File: config.mk
export PLATFORM = sky130hd
export DESIGN_NAME = mux2_arbiter
export DESIGN_NICKNAME = d
export VERILOG_FILES = /design/src/rtl/mux2_arbiter_pkg.sv /design/src/rtl/mux2_arbiter_pick.sv /design/src/rtl/mux2_arbiter.sv
export SDC_FILE = /design/constraint.sdc
export NUM_CORES = 1
export LEC_CHECK = 0
export ABC_AREA = 1
export BUFFER_PORTS_ARGS = -buffer_cell sky130_fd_sc_hd__buf_2
export CORE_AREA = 2 2 39 41
export CTS_BUF_LIST = sky130_fd_sc_hd__clkbuf_8 sky130_fd_sc_hd__clkbuf_16
export CTS_CLUSTER_DIAMETER = 80
export DETAILED_ROUTE_END_ITERATION = 8
export DIE_AREA = 0 0 41 43
export PLACE_DENSITY = 0.56
export SYNTH_ARGS = -nofsm -noshare
export SYNTH_HDL_FRONTEND = slang
export SYNTH_SLANG_ARGS = --single-unit
File: constraint.sdc
create_clock -name clk -period 1.3 [get_ports clk]
set_clock_uncertainty 0.1 [all_clocks]
set_input_delay 0.195 -clock clk [delete_from_list [all_inputs] [get_ports clk]]
set_output_delay 0.195 -clock clk [all_outputs]
set_load 0.1 [all_outputs]
File: src/rtl/mux2_arbiter_pkg.sv
// Shared types and constants for the two-requester round-robin mux arbiter.
package mux2_arbiter_pkg;

  typedef enum logic {
    EMPTY = 1'b0,
    FULL  = 1'b1
  } state_e;

  typedef logic src_t;

  localparam int DEFAULT_WIDTH = 4;

endpackage

File: src/rtl/mux2_arbiter_pick.sv
// Combinational two-way round-robin picker; an active lock pins the winner to lock_src.
module mux2_arbiter_pick
  import mux2_arbiter_pkg::*;
(
  input  logic valid0,
  input  logic valid1,
  input  src_t ptr,
  input  logic lock,
  input  src_t lock_src,
  output src_t winner,
  output logic any
);

  always_comb begin
    winner = 1'b0;
    any    = 1'b0;
    if (lock) begin
      // While locked the other requester is ignored, even if the owner is idle.
      winner = lock_src;
      any    = lock_src ? valid1 : valid0;
    end else begin
      any = valid0 | valid1;
      if (valid0 && valid1) begin
        winner = ptr;
      end else begin
        winner = valid1;
      end
    end
  end

endmodule

File: src/rtl/mux2_arbiter.sv
// Round-robin 2:1 mux arbiter with a registered output stage.
// Define MUX2_ARBITER_LOCK_EN to add d0_last/d1_last and burst locking.
module mux2_arbiter
  import mux2_arbiter_pkg::*;
#(
  parameter int WIDTH = DEFAULT_WIDTH
) (
  input  logic             clk,
  input  logic             reset_n,
  input  logic [WIDTH-1:0] d0,
  input  logic             d0_valid,
  output logic             d0_ready,
  input  logic [WIDTH-1:0] d1,
  input  logic             d1_valid,
  output logic             d1_ready,
  output logic [WIDTH-1:0] y,
  output logic             y_valid,
  input  logic             y_ready,
  output logic             s
`ifdef MUX2_ARBITER_LOCK_EN
  ,
  input  logic             d0_last,
  input  logic             d1_last
`endif
);

  state_e           state_q, state_d;
  logic [WIDTH-1:0] y_q, y_d;
  src_t             s_q, s_d;
  src_t             ptr_q, ptr_d;
  logic             load;
  logic             grant;
  logic             any;
  src_t             winner;
  logic             lock_active;
  src_t             lock_owner;

`ifdef MUX2_ARBITER_LOCK_EN
  logic lock_q, lock_d;
  src_t lock_src_q, lock_src_d;
  logic last_sel;

  assign lock_active = lock_q;
  assign lock_owner  = lock_src_q;
  assign last_sel    = winner ? d1_last : d0_last;
`else
  assign lock_active = 1'b0;
  assign lock_owner  = 1'b0;
`endif

  mux2_arbiter_pick u_pick (
    .valid0   (d0_valid),
    .valid1   (d1_valid),
    .ptr      (ptr_q),
    .lock     (lock_active),
    .lock_src (lock_owner),
    .winner   (winner),
    .any      (any)
  );

  assign load = (state_q == EMPTY) | y_ready;
  // Gating with reset_n keeps both readies low for the whole reset pulse.
  assign grant    = load & any & reset_n;
  assign d0_ready = grant & (winner == 1'b0);
  assign d1_ready = grant & (winner == 1'b1);

  assign y       = y_q;
  assign y_valid = (state_q == FULL);
  assign s       = s_q;

  always_comb begin
    state_d = state_q;
    y_d     = y_q;
    s_d     = s_q;
    ptr_d   = ptr_q;
`ifdef MUX2_ARBITER_LOCK_EN
    lock_d     = lock_q;
    lock_src_d = lock_src_q;
`endif
    if (grant) begin
      y_d     = winner ? d1 : d0;
      s_d     = winner;
      state_d = FULL;
`ifdef MUX2_ARBITER_LOCK_EN
      // Priority only rotates once a burst is complete.
      if (last_sel) begin
        lock_d = 1'b0;
        ptr_d  = ~winner;
      end else begin
        lock_d     = 1'b1;
        lock_src_d = winner;
      end
`else
      ptr_d = ~winner;
`endif
    end else if (load) begin
      state_d = EMPTY;
    end
  end

  always_ff @(posedge clk or negedge reset_n) begin
    if (!reset_n) begin
      state_q <= EMPTY;
      y_q     <= '0;
      s_q     <= 1'b0;
      ptr_q   <= 1'b0;
`ifdef MUX2_ARBITER_LOCK_EN
      lock_q     <= 1'b0;
      lock_src_q <= 1'b0;
`endif
    end else begin
      state_q <= state_d;
      y_q     <= y_d;
      s_q     <= s_d;
      ptr_q   <= ptr_d;
`ifdef MUX2_ARBITER_LOCK_EN
      lock_q     <= lock_d;
      lock_src_q <= lock_src_d;
`endif
    end
  end

endmodule
==> summary.txt, run 1 <==
Floorplan
  • Chip Height: about 43 microns
  • Core area: 1380 sq um
  • Initial Utilization: a little over a quarter
  • Rows: 14
  • IO Count: 21
  • Die ar.: ~1800 sq um
  • Die width: slightly above 40 microns

Layout
  • Non-Filler Instances: between 90 and 100
  • Area delta synth->final: 110%
  • Ant. Diodes: 0
  • Nets: 97
  • Finished Core Util: a little under three fifths
  • Share of cells above drive strength 1: ~54%
  • Final instance area: ~780 sq um

Worst setup path
  • Crit path kind: reg -> out
  • Crit Path Max Fanout: 2
  • Crit-path most repeated cell: nand2_4
  • Crit-path cells: nand2_4 -> nand2_4 -> nor2_4 -> nand2_2 -> clkinvlp_4 -> buf_12
  • CP Depth: 6
  • Worst Path Buf+Inv: 2
  • Slowest CP cell: dfrtp_4
  • WP data required: 1000 ps
  • WP data arrival: approximately 1300 ps
  • CP Capture Type: output port
  • Critical Path End: d0_ready
  • Startpoint Class: flop
  • Reg2Reg Capture Point: y[3]
  • Critical Path Max Stage Delay: ~480 ps
  • Crit-path leading delay family: flip-flops
  • Worst R2R Path Depth: 6
  • Reg2Reg Launch Point: y_valid
  • Crit path launch: y_valid
  • R2R Setup Slk: ~90 ps

Timing
  • Peak Freq: about 650 MHz
  • Min Clock Period, post-route: 1550 ps
  • Headroom to the max-slew limit: between 80% and 90%
  • Worst-margin pin slew: around 160 ps
  • Slew Limit Fails: 0
  • Tcrit/Tclk final: 119%
  • Post-route setup slack: -249 ps
  • # setup viols final: 3
  • RSZ-0062 raised after global routing: yes
  • Hold Vio Cnt, Final: 0

Status
  • Failing checks: negative setup slack
  • Status: finished, violations left

Logic synthesis
  • Post-Syn Nets: 61
  • Cell variety after synth: 9
  • Mapped cell area: about 370 sq um
  • Yosys warning count: 0
  • Mapped Cells: 48
  • Register bit total from synthesis: 7
  • Post-synthesis area per instance: about 7.7 sq um
  • Post-synthesis sequential area ratio: 47.1%

Place
  • Post-DP HPWL: 721 microns
  • Dpl cells: 89
  • RePlAce Congestion: about 0.72
  • PortBufs: 20
  • Area post-placement: 674 sq um

Global route
  • Initial antenna violation count: 0
  • Tot GR Track Use: 14.3%
  • Largest net degree at the start of global routing: 9
  • First-pass GRT wire length: approximately 1600 microns
  • Vias in the first global route: about 380
  • Total grt overflow: 0

Job
  • Max-cap viol count: 0

Route
  • DR pass1 iterations: 4
  • Iter 0 DRT Violations: 6
  • Drc violations: 0
  • Wirelength per Cell: 10.1 microns
  • Total number of vias: between 400 and 500
  • DR vias/cell: ~4.3
  • Final ANT Viol Nets: 0
  • Final Routed Wirelength: between 900 and 1000 microns

Clocking
  • TritonCTS Buffers: 3
  • Clock sink total: 7
  • Worst skew pair latency: between 200 and 250 ps
  • Level count of the clock H-tree: 1
  • Clk pin slew, worst setup/hold paths: approximately 40 ps
  • Root buffer cell: clkbuf_8
  • CTS Buffer Depth: 2
  • CTS tree: done

Power and ir drop
  • Pwr/cell area: between 1500 and 2000 nW/um^2
  • Leakage: about 0.42 nW
  • Maximum VDD drop: between 0.7 and 0.8 mV
  • Overall Power: about 0.0012 W

Worst hold path
  • Worst Hold Class: in -> reg
  • Number of cells on the worst hold path: 5
[layer usage]
| layer | GRT usage (%) | vias up | share of wire, % |
|---|---|---|---|
| li1 | - | 217 | - |
| met1 | 19.8 | 186 | 45 |
| met2 | 16.9 | 20 | 45 |
| met3 | 4.71 | 4 | 6.9 |
| met4 | 12.0 | 0 | 2.5 |
| met5 | 0 | - | 0 |
[power breakdown]
group / internal (W) / total, W / switching, W
Combinational: 0.000230 / 0.000624 / 0.000394
Sequential: 0.000261 / 0.000298 / 0.0000373
Clock: 0.000204 / 0.000302 / 0.0000976
[sequential cells by signal, summed over array words and instances, names as in the netlist]
signal	cells
s	1
y_valid	1
y	4
ptr_q	1
[cells in the mapped netlist]
library cell | number | area share [%]
nand3_1 | 4 | 5.4
nand2_2 | 3 | 5.1
nor2_4 | 1 | 3.0
nand2_1 | 25 | 25
dfrtp_1 | 7 | 47
nor2_2 | 2 | 3.4
nand3b_4 | 1 | 5.4
o21ai_0 | 1 | 1.3
inv_1 | 4 | 4.0
[cells in the final DEF, fill, tap and decap left out, types with 2 or more instances in the layout]
| master | Yosys | layout |
|---|---|---|
| dfrtp_1 | 7 | 6 |
| nand3_1 | 4 | 4 |
| nand2_4 | 0 | 3 |
| nand2_2 | 3 | 3 |
| clkbuf_8 | 0 | 3 |
| buf_4 | 0 | 9 |
| nand2_1 | 25 | 22 |
| buf_12 | 0 | 8 |
| nor2_4 | 1 | 2 |
| inv_1 | 4 | 4 |
| buf_2 | 0 | 12 |
[logic make-up after synthesis]
family	Yosys count	share of synthesized area [%]
and+or+nand+nor	36	47.5
buffers and inverters	4	4.04
DFF	7	47.1
AOI/OAI and AO/OA	1	1.35
[cell type report]
type / instances / area, sq um
Clock buffer: 3 / 41.3
Clock inverter: 1 / 3.75
Fill cell: 123 / 603
Inverter: 4 / 18.8
Multi-Input combinational cell: 37 / 209
Sequential cell: 7 / 179
Tap cell: 16 / 20.0
Timing Repair Buffer: 31 / 309
[how the worst min path moves through the flow]
stage	start	end
2_1_floorplan	reset_n	ptr_q
3_3_place_gp	reset_n	y_valid
3_5_place_dp	reset_n	y_valid
4_1_cts	d0[0]	y[0]
5_1_grt	d0[1]	y[1]
6_report	d0[0]	y[0]
[repair_timing]
action	4_1_cts	5_1_grt
endpoints found under the hold margin	7	0
hold buffers	1	0
cloned	0	0
gates resized for setup	1	3
pin swaps	2	2
buffers inserted	1	5
setup endpoints to repair	3	8
[worst register-to-register path, stage by stage (launching register included)]
cell	delay, ps
dfrtp_4	480
nand2_4	80
buf_4	100
buf_4	110
nand3b_4	110
nand2_1	80
nand2_1	50
[stage by stage]
step | hold WS [ps] | TNS [ps] | setup slack, ps
detailed placement | 69.1 | -36.8 | -36.8
floorplan | -201 | -984 | -370
global placement | 69.5 | -24.5 | -24.5
finish | 145 | -380 | -249
CTS | 148 | -422 | -255
global route | 180 | -492 | -304
Power figures use the tool's default switching activity.
==> run 2: changes to the inputs <==
--- a/config.mk
+++ b/config.mk
@@ -12,7 +12,8 @@
 export CTS_CLUSTER_DIAMETER = 80
 export DETAILED_ROUTE_END_ITERATION = 8
 export DIE_AREA = 0 0 41 43
-export PLACE_DENSITY = 0.56
+export PLACE_DENSITY = 0.57
 export SYNTH_ARGS = -nofsm -noshare
 export SYNTH_HDL_FRONTEND = slang
+export SYNTH_HIERARCHICAL = 1
 export SYNTH_SLANG_ARGS = --single-unit
==> run 2 against run 1 <==
  * The run still ends with negative setup slack left
  * Maximum frequency grew 0.58%
  * Global-route usage is essentially flat
  * Hold slack gained 8.8 ps
  * Sequential power rose by 2%
  * Worst setup slack better by 9.0 ps
  * Via count is 8.2% higher
  * Total power fell by 1.1%
  * Combinational power shrank 1%
  * Sequential share of layout area about the same
  * Cell area rose by 0.16%
  * Largest power group unchanged
  * Highest routed layer unchanged
==> summary.txt, run 2 <==
Worst setup path
  • Startpoint Class: flop
  • CP Depth: 8 (+2)
  • Crit-path cells: inv_1 -> nand2_1 -> nand2_1 -> nand2_2 -> inv_2 -> nand3_4 -> clkinvlp_4 -> buf_12
  • Critical Path Max Stage Delay: 370 ps (-110 ps)
  • Crit path launch: ptr_q
  • CP Capture Type: output port
  • Critical Path End: d0_ready
  • Worst R2R Path Depth: 10 (+4)
  • Crit path kind: reg -> out
  • Slowest CP cell: dfrtp_1
  • WP data arrival: 1240 ps (about the same)
  • Crit-path most repeated cell: nand2_1
  • Reg2Reg Capture Point: y[2]
  • Reg2Reg Launch Point: ptr_q
  • Crit Path Max Fanout: 3 (+1)
  • Worst Path Buf+Inv: 4 (+2)
  • WP data required: 1000 ps (about the same)
  • Crit-path leading delay family: buffers and inverters
  • R2R Setup Slk: 110 ps (+20 ps)

Place
  • Dpl cells: 105 (+18%)
  • RePlAce Congestion: 0.705 (-2.4%)
  • PortBufs: 20 (unchanged)
  • Post-DP HPWL: 781 microns (+8.2%)
  • Place WS: -40.4 ps (-3.59 ps)

Clocking
  • Level count of the clock H-tree: 1 (unchanged)
  • CTS Buffer Depth: 2 (unchanged)
  • Clk pin slew, worst setup/hold paths: 40 ps (about the same)
  • Root buffer cell: clkbuf_8
  • TritonCTS Buffers: 3 (unchanged)
  • CTS tree: done
  • Worst skew pair latency: 220 ps (about the same)
  • Clock sink total: 7 (unchanged)

Status
  • Failing checks: negative setup slack
  • Status: finished, violations left

Power and ir drop
  • Maximum VDD drop: 0.776 mV (+6.9%)
  • Leakage: 0.435 nW (+3.3%)
  • Pwr/cell area: 1550 nW/um^2 (-1.2%)
  • Overall Power: 0.00121 W (-1.1%)

Layout
  • Most common cell after layout, fill and taps aside: nand2_1
  • Commonest non-fill, non-tap cells in the layout: nand2_1 (37), buf_2 (12), buf_12 (8)
  • Non-Filler Instances: 111 (+12%)
  • Nets: 109 (+12%)
  • Share of cells above drive strength 1: 41.1% (-13 points)
  • Area delta synth->final: 104%
  • Ant. Diodes: 0 (unchanged)
  • Max FFs per register: 4 (unchanged)

Route
  • Wirelength per Cell: 9.19 microns (-8.8%)
  • DR vias/cell: 4.16 (-3.5%)
  • Drc violations: 0 (unchanged)
  • Total number of vias: 462 (+8.2%)
  • Final ANT Viol Nets: 0 (unchanged)
  • DR pass1 iterations: 4 (unchanged)
  • Final Routed Wirelength: 1020 microns (+2.2%)
  • Iter 0 DRT Violations: 2 (-4)

Timing
  • RSZ-0062 raised after global routing: yes
  • Tcrit/Tclk final: 118% (-0.69 points)
  • Hold Vio Cnt, Final: 0 (unchanged)
  • WHS: 154 ps (+8.79 ps)
  • Peak Freq: 650 MHz (+0.58%)
  • # setup viols final: 2 (-1)
  • Slew Limit Fails: 0 (unchanged)
  • Min Clock Period, post-route: 1540 ps (-9.00 ps)
  • Post-route setup slack: -240 ps (+9.00 ps)

Logic synthesis
  • EDFF count, synth: 0 (unchanged)
  • Top post-synthesis cells by area: dfrtp_1 (46%), nand2_1 (38%), inv_1 (6.8%)
  • Commonest cells in the netlist: nand2_1 (39), dfrtp_1 (7), inv_1 (7), nand3_1 (2)
  • Synth top area share: 45.6% (-1.5 points)
  • Post-synthesis area per instance: 6.40 sq um (-17%)
  • Cell variety after synth: 9 (unchanged)
  • Post-synth ARST share: 100% (unchanged)
  • Register bit total from synthesis: 7 (unchanged)
  • Yosys warning count: 6 (+6)
  • Yosys top cell by area: dfrtp_1
  • Post-synthesis sequential area ratio: 45.6% (-1.5 points)
  • Top-count cell post-synth: nand2_1
  • Mapped cell area: 384 sq um (+3.4%)
  • Mapped Cells: 60 (+25%)
  • Post-synth top flop: dfrtp_1

Global route
  • Tot GR Track Use: 14.3% (+0.014 points)
  • Initial antenna violation count: 0 (unchanged)
  • Total grt overflow: 0 (unchanged)
  • First-pass GRT wire length: 1630 microns (+0.87%)
  • Largest net degree at the start of global routing: 8 (-1)
  • Vias in the first global route: 404 (+6.0%)

Worst hold path
  • Number of cells on the worst hold path: 5 (unchanged)
  • Worst Hold Class: in -> reg

Floorplan
  • Die ar.: 1760 sq um (unchanged)
  • IO Count: 21 (unchanged)
  • Die width: 41 microns (unchanged)
  • Core area: 1380 sq um (unchanged)
  • Initial Utilization: 27.8% (+0.90 points)
  • Chip Height: 43 microns (unchanged)
  • Rows: 14 (unchanged)

Job
  • Max-cap viol count: 0 (unchanged)
## run 2: cell types whose count changed in the layout (fill, tap and decap cells not counted), sizes merged
cell | before | now
nand2 | 28 | 40
conb | 0 | 5
buf | 30 | 26
inv | 4 | 7
nand3 | 4 | 2
nor2 | 3 | 1
a21oi | 0 | 1
clkinvlp | 1 | 2
nand3b | 1 | 0
o21ai | 1 | 0
## run 2: power breakdown
group          internal, W  switching [W]
sequential        0.000262      0.0000434
combinational     0.000222       0.000392
clock             0.000204      0.0000873
total             0.000688       0.000523
## run 2: kinds of logic after synthesis
family | Yosys count | share of synthesized area (%)
simple gates | 43 | 43.3
compound gates | 1 | 2.28
flops | 7 | 45.6
other cells | 1 | 0.976
buf+inv | 8 | 7.82
## run 2: through the flow
step	area [sq um]	util (%)	TNS, ps
5_1_grt	782	56.5	-620
3_5_place_dp	706	51.0	-40.4
2_1_floorplan	428	-	-460
4_1_cts	797	57.6	-439
6_report	782	56.5	-435
3_3_place_gp	706	51.0	-5.13
## run 2: worst register-to-register path: cells and delay by family, from the launching register on
family	cells	cell delay (ps)
buffers and inverters	3	260
DFF	1	370
and+or+nand+nor	7	390
## run 2: how the worst min path moves through the flow
| stage | start | end | slack [ps] |
|---|---|---|---|
| finish | d0[0] | y[0] | 150 |
| global route | d0[1] | y[1] | 180 |
| CTS | d0[0] | y[0] | 160 |
| detailed placement | reset_n | s | 30 |
| global placement | reset_n | s | 20 |
| floorplan | reset_n | ptr_q | -200 |
## run 2: final cells by class
class | count | area (sq um)
clock inverters | 1 | 3.75
flip-flops and latches | 7 | 179
well taps | 16 | 20.0
repair buffers | 27 | 279
fillers | 135 | 602
clock buffers | 3 | 41.3
inverters | 8 | 37.5
multi-input cells | 49 | 221
## run 2: routing by layer
layer / track usage [%] / vias to the layer above / wire length, microns
li1: - / 240 / -
met1: 17.2 / 204 / 410
met4: 12.0 / 0 / 15
met5: 0 / - / 0
met2: 20.0 / 16 / 534
met3: 3.66 / 2 / 59
## run 2: repair_timing
item                       CTS  global route
setup endpoints to repair    3             7
hold endpoints to repair     7             0
setup buffers                3             2
gates cloned                 0             0
resized for setup            3             1
pin swaps                    3             1
hold buffers                 1             0
